`src/rtl/jpeg_stream_packer.sv`:
```
// JPEG entropy-stream packer: byte-stuffs encoder words, appends the EOI
// marker and repacks the stream into addressed 32-bit output words.
module jpeg_stream_packer #(
    parameter int ADDR_W = 12
) (
    input  logic              clk,
    input  logic              rst,
    input  logic              start,
    input  logic [31:0]       in_data,
    input  logic [3:0]        in_we,
    input  logic              in_last,
    output logic              in_ready,
    output logic [31:0]       out_data,
    output logic [3:0]        out_be,
    output logic              out_valid,
    input  logic              out_ready,
    output logic [ADDR_W-1:0] out_addr,
    output logic              done
);

    typedef enum logic [2:0] {
        IDLE,
        SER,
        EOI_FF,
        EOI_D9,
        FLUSH,
        DONE
    } state_t;

    state_t            state_q, state_d;
    logic [31:0]       hold_data_q, hold_data_d;
    logic [3:0]        hold_we_q, hold_we_d;
    logic              stuff_q, stuff_d;
    logic              last_q, last_d;
    logic [23:0]       acc_q, acc_d;
    logic [1:0]        acc_cnt_q, acc_cnt_d;
    logic [31:0]       out_data_q, out_data_d;
    logic [3:0]        out_be_q, out_be_d;
    logic              out_valid_q, out_valid_d;
    logic [ADDR_W-1:0] out_addr_q, out_addr_d;
    logic              done_q, done_d;
    logic              in_ready_q, in_ready_d;

    logic              out_free;
    logic              can_app;
    logic              app_en;
    logic [7:0]        app_byte;
    logic              flush_en;
    logic [7:0]        sel_byte;
    logic [3:0]        rem_we;
    logic [3:0]        flush_be;

    // Highest remaining enabled lane is the next byte out.
    always_comb begin
        sel_byte = hold_data_q[7:0];
        rem_we   = 4'b0000;
        if (hold_we_q[3]) begin
            sel_byte = hold_data_q[31:24];
            rem_we   = {1'b0, hold_we_q[2:0]};
        end else if (hold_we_q[2]) begin
            sel_byte = hold_data_q[23:16];
            rem_we   = {2'b00, hold_we_q[1:0]};
        end else if (hold_we_q[1]) begin
            sel_byte = hold_data_q[15:8];
            rem_we   = {3'b000, hold_we_q[0]};
        end
    end

    always_comb begin
        flush_be = 4'b1110;
        case (acc_cnt_q)
            2'd1:    flush_be = 4'b1000;
            2'd2:    flush_be = 4'b1100;
            default: flush_be = 4'b1110;
        endcase
    end

    assign out_free = !out_valid_q || out_ready;
    assign can_app  = (acc_cnt_q != 2'd3) || out_free;

    always_comb begin
        state_d     = state_q;
        hold_data_d = hold_data_q;
        hold_we_d   = hold_we_q;
        stuff_d     = stuff_q;
        last_d      = last_q;
        acc_d       = acc_q;
        acc_cnt_d   = acc_cnt_q;
        out_data_d  = out_data_q;
        out_be_d    = out_be_q;
        out_valid_d = out_valid_q;
        out_addr_d  = out_addr_q;
        app_en      = 1'b0;
        app_byte    = 8'h00;
        flush_en    = 1'b0;

        if (out_valid_q && out_ready) begin
            out_valid_d = 1'b0;
            out_addr_d  = out_addr_q + 1'b1;
        end

        if (in_last && state_q != DONE) begin
            last_d = 1'b1;
        end

        case (state_q)
            IDLE: begin
                if (in_ready_q && in_we != 4'b0000) begin
                    hold_data_d = in_data;
                    hold_we_d   = in_we;
                    state_d     = SER;
                end else if (last_q) begin
                    state_d = EOI_FF;
                end
            end
            SER: begin
                if (can_app) begin
                    app_en = 1'b1;
                    if (stuff_q) begin
                        app_byte = 8'h00;
                        stuff_d  = 1'b0;
                        if (hold_we_q == 4'b0000) begin
                            state_d = IDLE;
                        end
                    end else begin
                        app_byte  = sel_byte;
                        hold_we_d = rem_we;
                        stuff_d   = (sel_byte == 8'hFF);
                        if (rem_we == 4'b0000 && sel_byte != 8'hFF) begin
                            state_d = IDLE;
                        end
                    end
                end
            end
            EOI_FF: begin
                if (can_app) begin
                    app_en   = 1'b1;
                    app_byte = 8'hFF;
                    state_d  = EOI_D9;
                end
            end
            EOI_D9: begin
                if (can_app) begin
                    app_en   = 1'b1;
                    app_byte = 8'hD9;
                    state_d  = FLUSH;
                end
            end
            FLUSH: begin
                if (acc_cnt_q == 2'd0) begin
                    state_d = DONE;
                end else if (out_free) begin
                    flush_en = 1'b1;
                    state_d  = DONE;
                end
            end
            DONE: begin
                state_d = DONE;
            end
            default: begin
                state_d = IDLE;
            end
        endcase

        // The fourth byte completes a word and moves straight to the output.
        if (app_en) begin
            if (acc_cnt_q == 2'd3) begin
                out_data_d  = {acc_q, app_byte};
                out_be_d    = 4'b1111;
                out_valid_d = 1'b1;
                acc_d       = 24'h0;
                acc_cnt_d   = 2'd0;
            end else begin
                case (acc_cnt_q)
                    2'd0:    acc_d[23:16] = app_byte;
                    2'd1:    acc_d[15:8]  = app_byte;
                    default: acc_d[7:0]   = app_byte;
                endcase
                acc_cnt_d = acc_cnt_q + 2'd1;
            end
        end

        if (flush_en) begin
            out_data_d  = {acc_q, 8'h00};
            out_be_d    = flush_be;
            out_valid_d = 1'b1;
            acc_d       = 24'h0;
            acc_cnt_d   = 2'd0;
        end

        if (start) begin
            state_d     = IDLE;
            hold_data_d = 32'h0;
            hold_we_d   = 4'b0000;
            stuff_d     = 1'b0;
            last_d      = 1'b0;
            acc_d       = 24'h0;
            acc_cnt_d   = 2'd0;
            out_data_d  = 32'h0;
            out_be_d    = 4'b0000;
            out_valid_d = 1'b0;
            out_addr_d  = '0;
        end

        in_ready_d = (state_d == IDLE) && !last_d;
        done_d     = (state_d == DONE) && !out_valid_d;
    end

    always_ff @(posedge clk or posedge rst) begin
        if (rst) begin
            state_q     <= IDLE;
            hold_data_q <= 32'h0;
            hold_we_q   <= 4'b0000;
            stuff_q     <= 1'b0;
            last_q      <= 1'b0;
            acc_q       <= 24'h0;
            acc_cnt_q   <= 2'd0;
            out_data_q  <= 32'h0;
            out_be_q    <= 4'b0000;
            out_valid_q <= 1'b0;
            out_addr_q  <= '0;
            done_q      <= 1'b0;
            in_ready_q  <= 1'b1;
        end else begin
            state_q     <= state_d;
            hold_data_q <= hold_data_d;
            hold_we_q   <= hold_we_d;
            stuff_q     <= stuff_d;
            last_q      <= last_d;
            acc_q       <= acc_d;
            acc_cnt_q   <= acc_cnt_d;
            out_data_q  <= out_data_d;
            out_be_q    <= out_be_d;
            out_valid_q <= out_valid_d;
            out_addr_q  <= out_addr_d;
            done_q      <= done_d;
            in_ready_q  <= in_ready_d;
        end
    end

    assign in_ready  = in_ready_q;
    assign out_data  = out_data_q;
    assign out_be    = out_be_q;
    assign out_valid = out_valid_q;
    assign out_addr  = out_addr_q;
    assign done      = done_q;

endmodule

```
`config.mk`:
```
export PLATFORM = sky130hd
export DESIGN_NAME = jpeg_stream_packer
export DESIGN_NICKNAME = d
export VERILOG_FILES = /design/src/rtl/jpeg_stream_packer.sv
export SDC_FILE = /design/constraint.sdc
export NUM_CORES = 1
export LEC_CHECK = 0
export BUFFER_PORTS_ARGS = -buffer_cell sky130_fd_sc_hd__buf_2
export CAP_MARGIN = 0
export CORE_AREA = 2 2 141 88
export CTS_BUF_LIST = sky130_fd_sc_hd__clkbuf_4 sky130_fd_sc_hd__clkbuf_8
export CTS_CLUSTER_SIZE = 24
export DETAILED_ROUTE_END_ITERATION = 10
export DIE_AREA = 0 0 143 90
export PLACE_DENSITY_LB_ADDON = 0.05
export SYNTH_ARGS = -nofsm -noshare
export SYNTH_HDL_FRONTEND = slang
export SYNTH_SLANG_ARGS = --single-unit
export TNS_END_PERCENT = 20
```
`constraint.sdc`:
```
create_clock -name clk -period 3.15 [get_ports clk]
set_input_delay 0.1575 -clock clk [delete_from_list [all_inputs] [get_ports clk]]
set_output_delay 0.1575 -clock clk [all_outputs]
set_load 0.02 [all_outputs]
```
== Word-level counts from Yosys, hierarchy flattened ==
Index checks and enable logic that the tools add are counted.
W data, S select, Z words.
Storage, ports and cells
  logic and storage cells: 139
  input port bits: 41
  output and inout bits: 51
  bits in registers: 118
Operators by class
  reductions and logical operators: 36
  muxes and demuxes: 69
  equal/unequal tests: 17
  add/subtract/negate cells: 2
Operators by type and width (number)
  $mux W32: 7
  $mux W24: 4
  $mux W8: 10
  $mux W3: 12
  $mux W4: 8
  $mux W12: 2
  $pmux W8 S3: 1
  $pmux W3 S6: 1
  $mux W1: 17
  $add A12 B1 Y12 const B: 1
  $ne A3 B3 Y1 const B: 4
  $reduce_and A2 Y1: 6
  $reduce_bool A4 Y1: 3
  $mux W2: 5
  $reduce_bool A2 Y1: 5
  $eq A3 B3 Y1 const B: 3
  $reduce_bool A3 Y1: 3
  $eq A8 B8 Y1 const B: 1
  $logic_not A4 Y1: 2
  $ne A8 B8 Y1 const B: 1
  $pmux W4 S2: 1
  $eq A3 B2 Y1 const B: 2
  $logic_and A1 B1 Y1: 6
  $logic_not A3 Y1: 2
  other kinds (13): 17

== Logic depth before layout (Yosys ltp) ==
  depth after elaboration: 12
  mapped depth: 10
  depth with buffers taken out: 6

== Least setup slack after synthesis ==
Ideal clock, no wire load.
  kind: reg-to-reg
  start point: register acc_cnt_q[0]
  end point: register out_be_q[1] (netlist: out_be[1])
  period minus slack after synthesis: 2.046 ns
  library setup time: 0.104 ns
  path slack: 1.104 ns
  required time: 3.046 ns
  stages on the path, launching flop included: 10
  data arrival time: 1.942 ns
  path buffers: 4
  cells stage by stage: dfrtp_1 ha_1 buf_2 and3b_1 clkbuf_2 nor2_1 a21oi_2 buf_2 buf_6 a221oi_1
On the way
  longest elaborated chain between the ends: 6
  elaborated cells between the ends (all ways): 16
  those cells by class: eq/ne (4); mux (7); reduce/logical (5)
Ends and longest elaborated chain
  from (decl): line 36  | logic [1:0] acc_cnt_q, acc_cnt_d;
  from (signal assigned): line 231  | acc_cnt_q <= acc_cnt_d;
  $ne A2 B2 Y1: line 79  | assign can_app = (acc_cnt_q != 2'd3) || out_free;
  $logic_or A1 B1 Y1: line 79
  $mux W1: line 117, 136, 143
  $mux W1
  $reduce_bool A3 Y1 (no line)
  $reduce_and A2 Y1 (no line)
  to (signal assigned): line 233  | out_be_q <= out_be_d;
  to (decl): line 38  | logic [3:0] out_be_q, out_be_d;
Several ways; a longest one is shown, not always the timed one.
A chain may end at the register's enable or synchronous reset.

== Worst setup path after layout ==
  start point: register acc_cnt_q[0]
  end point: register acc_q[2]
On the way
  longest elaborated chain between the ends: 9
  elaborated cells between the ends (all ways): 21
  those cells by class: eq/ne (4); mux (12); reduce/logical (5)
Ends and longest elaborated chain
  $ne A2 B2 Y1: line 79
  $logic_or A1 B1 Y1: line 79
  $mux W8, on equally long branches: line 136, 117
  $pmux W8 S3: line 106  | case (state_q)
  $mux W8: line 174  | case (acc_cnt_q)
  $mux W24: line 167  | if (acc_cnt_q == 2'd3) begin
  $mux W24: line 166  | if (app_en) begin
  $mux W24: line 183  | if (flush_en) begin
  $mux W24: line 191  | if (start) begin
  to (signal assigned): line 216  | acc_q <= 24'h0;
  to (signal assigned): line 230  | acc_q <= acc_d;
  to (decl): line 35  | logic [23:0] acc_q, acc_d;
Several ways; a longest one is shown, not always the timed one. The select of a mux whose other input is x is not followed.

==> impl_metrics.toml <==
[logic_synthesis]
yosys.cell_types.count = 63
synth-warning-count = 0
synth.area.top_cells = "dfrtp_1 53%, nand2_1 9.2%, a21oi_1 4.0%"
synth_top_area_share_pct = 53.0
post-synth-top-count-cell = "nand2_1"
most_frequent_cells_after_synthesis = "136 x nand2_1, 117 x dfrtp_1, 44 x a21oi_1, 35 x o21ai_0, 28 x nor2_1"
synth.avg_cell_area_um2 = 9.72
post_synth_inst_count = 568
synth-seq-cells = 118
netlist.top_cell.by_area = "dfrtp_1"
mappedNetlistNets = 614
share_of_async_settable_or_async_resettable_flops_after_synthesis_pct = 100
synth_seq_area_share_pct = 53.5
syn_area_mm2 = 0.00552
synth_edf_count = 0
synth-main-ff-cell = "dfrtp_1"

[drt]
drt_pass1_iterations = 5
detail_route.vias_per_cell = 5.39
first_iter_violations = 342
detail_route.wirelength_um = 14100
avgRoutedWirePerCell_um = 16.3
drc_markers = 0
via_count = 4658
antenna_left = 0

[sta]
rsz_0062_raised_after_global_routing = "false"
transition_time_at_the_pin_with_the_least_slew_margin_ns = 0.699
maxSlewViolCount = 0
finalCritPeriodShare_pct = 74.1
tns_ns = 0
worst_clock_skew_ns = 0.0110
clock.fmax_mhz = 428
postLayoutSetupSlackWorst_ns = 0.816
slew-limit-headroom_pct = 53.3
final-setup-viol-count = 0
report.final.hold_viol_count = 0
fin_crit_ns = 2.33

[clocking]
cts.root.buffer_cell = "clkbuf_8"
clkSlewWorstSetupHoldPaths_ns = 0.07
cts.repair_timing.setup_buffer_count = 0
tritoncts_clock_tree = "built"
max-clock-path-buffers = 2
cts_buffers = 17
htree_levels = 4
cts_num_sinks = 118
clock_insertion_delay_worst_skew_ns = 0.44

[worst_setup_path]
cpLargestDelayFamily = "compound AO/OA/AOI/OAI gates"
startpoint_type = "register"
critPathMaxStageDelay_ns = 0.73
timing.critical_path.to_type = "register"
worst-endpoint-required_ns = 3.47
critical_path.slowest_cell = "o41ai_4"
timing.critical_path.cells = "inv_1, ha_1, o41ai_4, or2_1, nor2_1, mux2_2"
worst-path-max-fanout = 9
worst_ep_arrival_time_ns = 2.66
setup.worst_path.class = "reg2reg"
worst-path-buf-inv = 1

[status]
status = "completed"

[floorplanning]
starting_density_of_the_core_pct = 47.3
die_width_um = 143
core_mm2 = 0.0117
fp.dieArea_mm2 = 0.0129
ios = 92
rows = 31
die-height_um = 90

[finish]
final_layout_size_suffix_gt1_share_pct = 22.7
num_antenna_cells = 0
area_delta_synth_final_pct = 25.6
final_area_mm2 = 0.00694
final_nets = 732

[global_routing]
global_route.overflow_total = 0
largest_net_degree_at_the_start_of_global_routing = 119
number_of_antenna_violations_at_the_first_check_in_global_routing = 0
grt_pass1_wl_um = 23500
first_global_vias = 4433
grt.total_usage_pct = 23.5

[job]
max-cap-violations = 0

[power]
ir_worst_vdd_mv = 0.329
power.leakage_nw = 3.26
power.density_mw_per_mm2 = 633

[placed_design]
postPlaceCellArea_mm2 = 0.00612
dp.final_hpwl_um = 9520
place_congestion = 0.857
place_worst_setup_slack_ns = 0.802
buffer_ports.inserted = 91

[worst_hold_path]
min-delay-path-class = "in2reg"
==> kinds of logic (layout without fill, tap and decap cells) <==
group | after synthesis | count (layout) | synth area share, %
simple gates | 225 | 225 | 18.8
compound gates | 138 | 138 | 16.7
flops | 118 | 118 | 53.5
buf+inv | 47 | 178 | 3.56
mux | 23 | 23 | 4.42
xor+xnor | 11 | 11 | 1.74
fa+ha+maj | 6 | 6 | 1.31
==> cell type report <==
class | count | area, um^2
tap | 165 | 206
timing repair buffer | 135 | 906
multi-input combinational | 403 | 2390
fill | 1055 | 4740
clock inverter | 15 | 204
clock buffer | 17 | 234
inverter | 11 | 45.0
sequential | 118 | 2950
==> where the power goes <==
| group | switching, W | leakage, nW | internal, W | total [W] |
|---|---|---|---|---|
| Sequential | 0.000189 | 1.61 | 0.00169 | 0.00188 |
| Combinational | 0.000613 | 1.44 | 0.000372 | 0.000985 |
| Clock | 0.000663 | 0.209 | 0.000866 | 0.00153 |
| Total | 0.00147 | 3.26 | 0.00293 | 0.00439 |
==> cells in the final DEF (no fill, tap or decap), types with 4 or more instances in the layout <==
master / count
xor2_1: 9
mux2_2: 11
o31ai_1: 4
buf_2: 91
nand3_1: 9
nor2_1: 28
bufinv_16: 4
mux2i_1: 12
buf_4: 4
o211ai_1: 5
nand3b_1: 6
a21oi_1: 44
clkinvlp_4: 5
nand4_1: 8
dfrtp_1: 117
ha_1: 5
a22o_1: 23
o21ai_0: 35
inv_1: 9
nor3_1: 4
clkbuf_8: 17
dlygate4sd3_1: 38
nand2_1: 136
nand2b_1: 5
==> flip-flops by register name (all words and copies together), names as in the netlist <==
register	cells
hold_data_q	32
out_data	32
acc_q	24
out_addr	12
hold_we_q	4
out_be	4
state_q	3
acc_cnt_q	2
done	1
in_ready	1
last_q	1
out_valid	1
stuff_q	1
==> per-layer routing <==
metal	share of wire (%)	vias up	global-route usage (%)
met3	5.5	13	5.54
li1	-	2230	-
met1	54	2278	38.2
met5	0	-	0
met4	1.0	0	7.67
met2	39	137	30.0
==> stage by stage <==
stage                     util [%]  hold WS [ns]  cells  total power, W
after floorplan                  -         0.232    568         0.00254
after global placement        52.4         0.392    794         0.00283
after detailed placement      52.4         0.400    794         0.00285
after CTS                     59.4         0.136    864         0.00442
after global routing          59.4         0.177    864         0.00464
final                         59.4         0.172    864         0.00439
==> repair_timing <==
item | in CTS | in global routing
endpoints found under the hold margin | 154 | 0
gates resized for setup | 0 | 0
hold buffers | 38 | 0
==> tightest hold or removal path, stage by stage <==
cell	delay [ns]
buf_2	0.13
nand2b_1	0.17
a31oi_1	0.09
==> final timing paths <==
path / from / endpoint / slack [ns] / depth (start not counted)
setup / recovery: acc_cnt_q[0]$_DFFE_PP0P_ / acc_q[2]$_DFFE_PP0P_ / 0.82 / 6
hold / removal: out_ready / out_valid$_DFF_PP0_ / 0.17 / 3
setup reg to reg: acc_cnt_q[0]$_DFFE_PP0P_ / acc_q[2]$_DFFE_PP0P_ / 0.82 / 6
hold reg to reg: out_data[20]$_DFFE_PP0P_ / out_data[20]$_DFFE_PP0P_ / 0.48 / 2
max in group asynchronous: rst / hold_data_q[30]$_DFFE_PP0P_ / 2.26 / 4
min in group asynchronous: rst / out_addr[4]$_DFFE_PP0P_ / 0.45 / 4
Power figures use the tool's default switching activity.
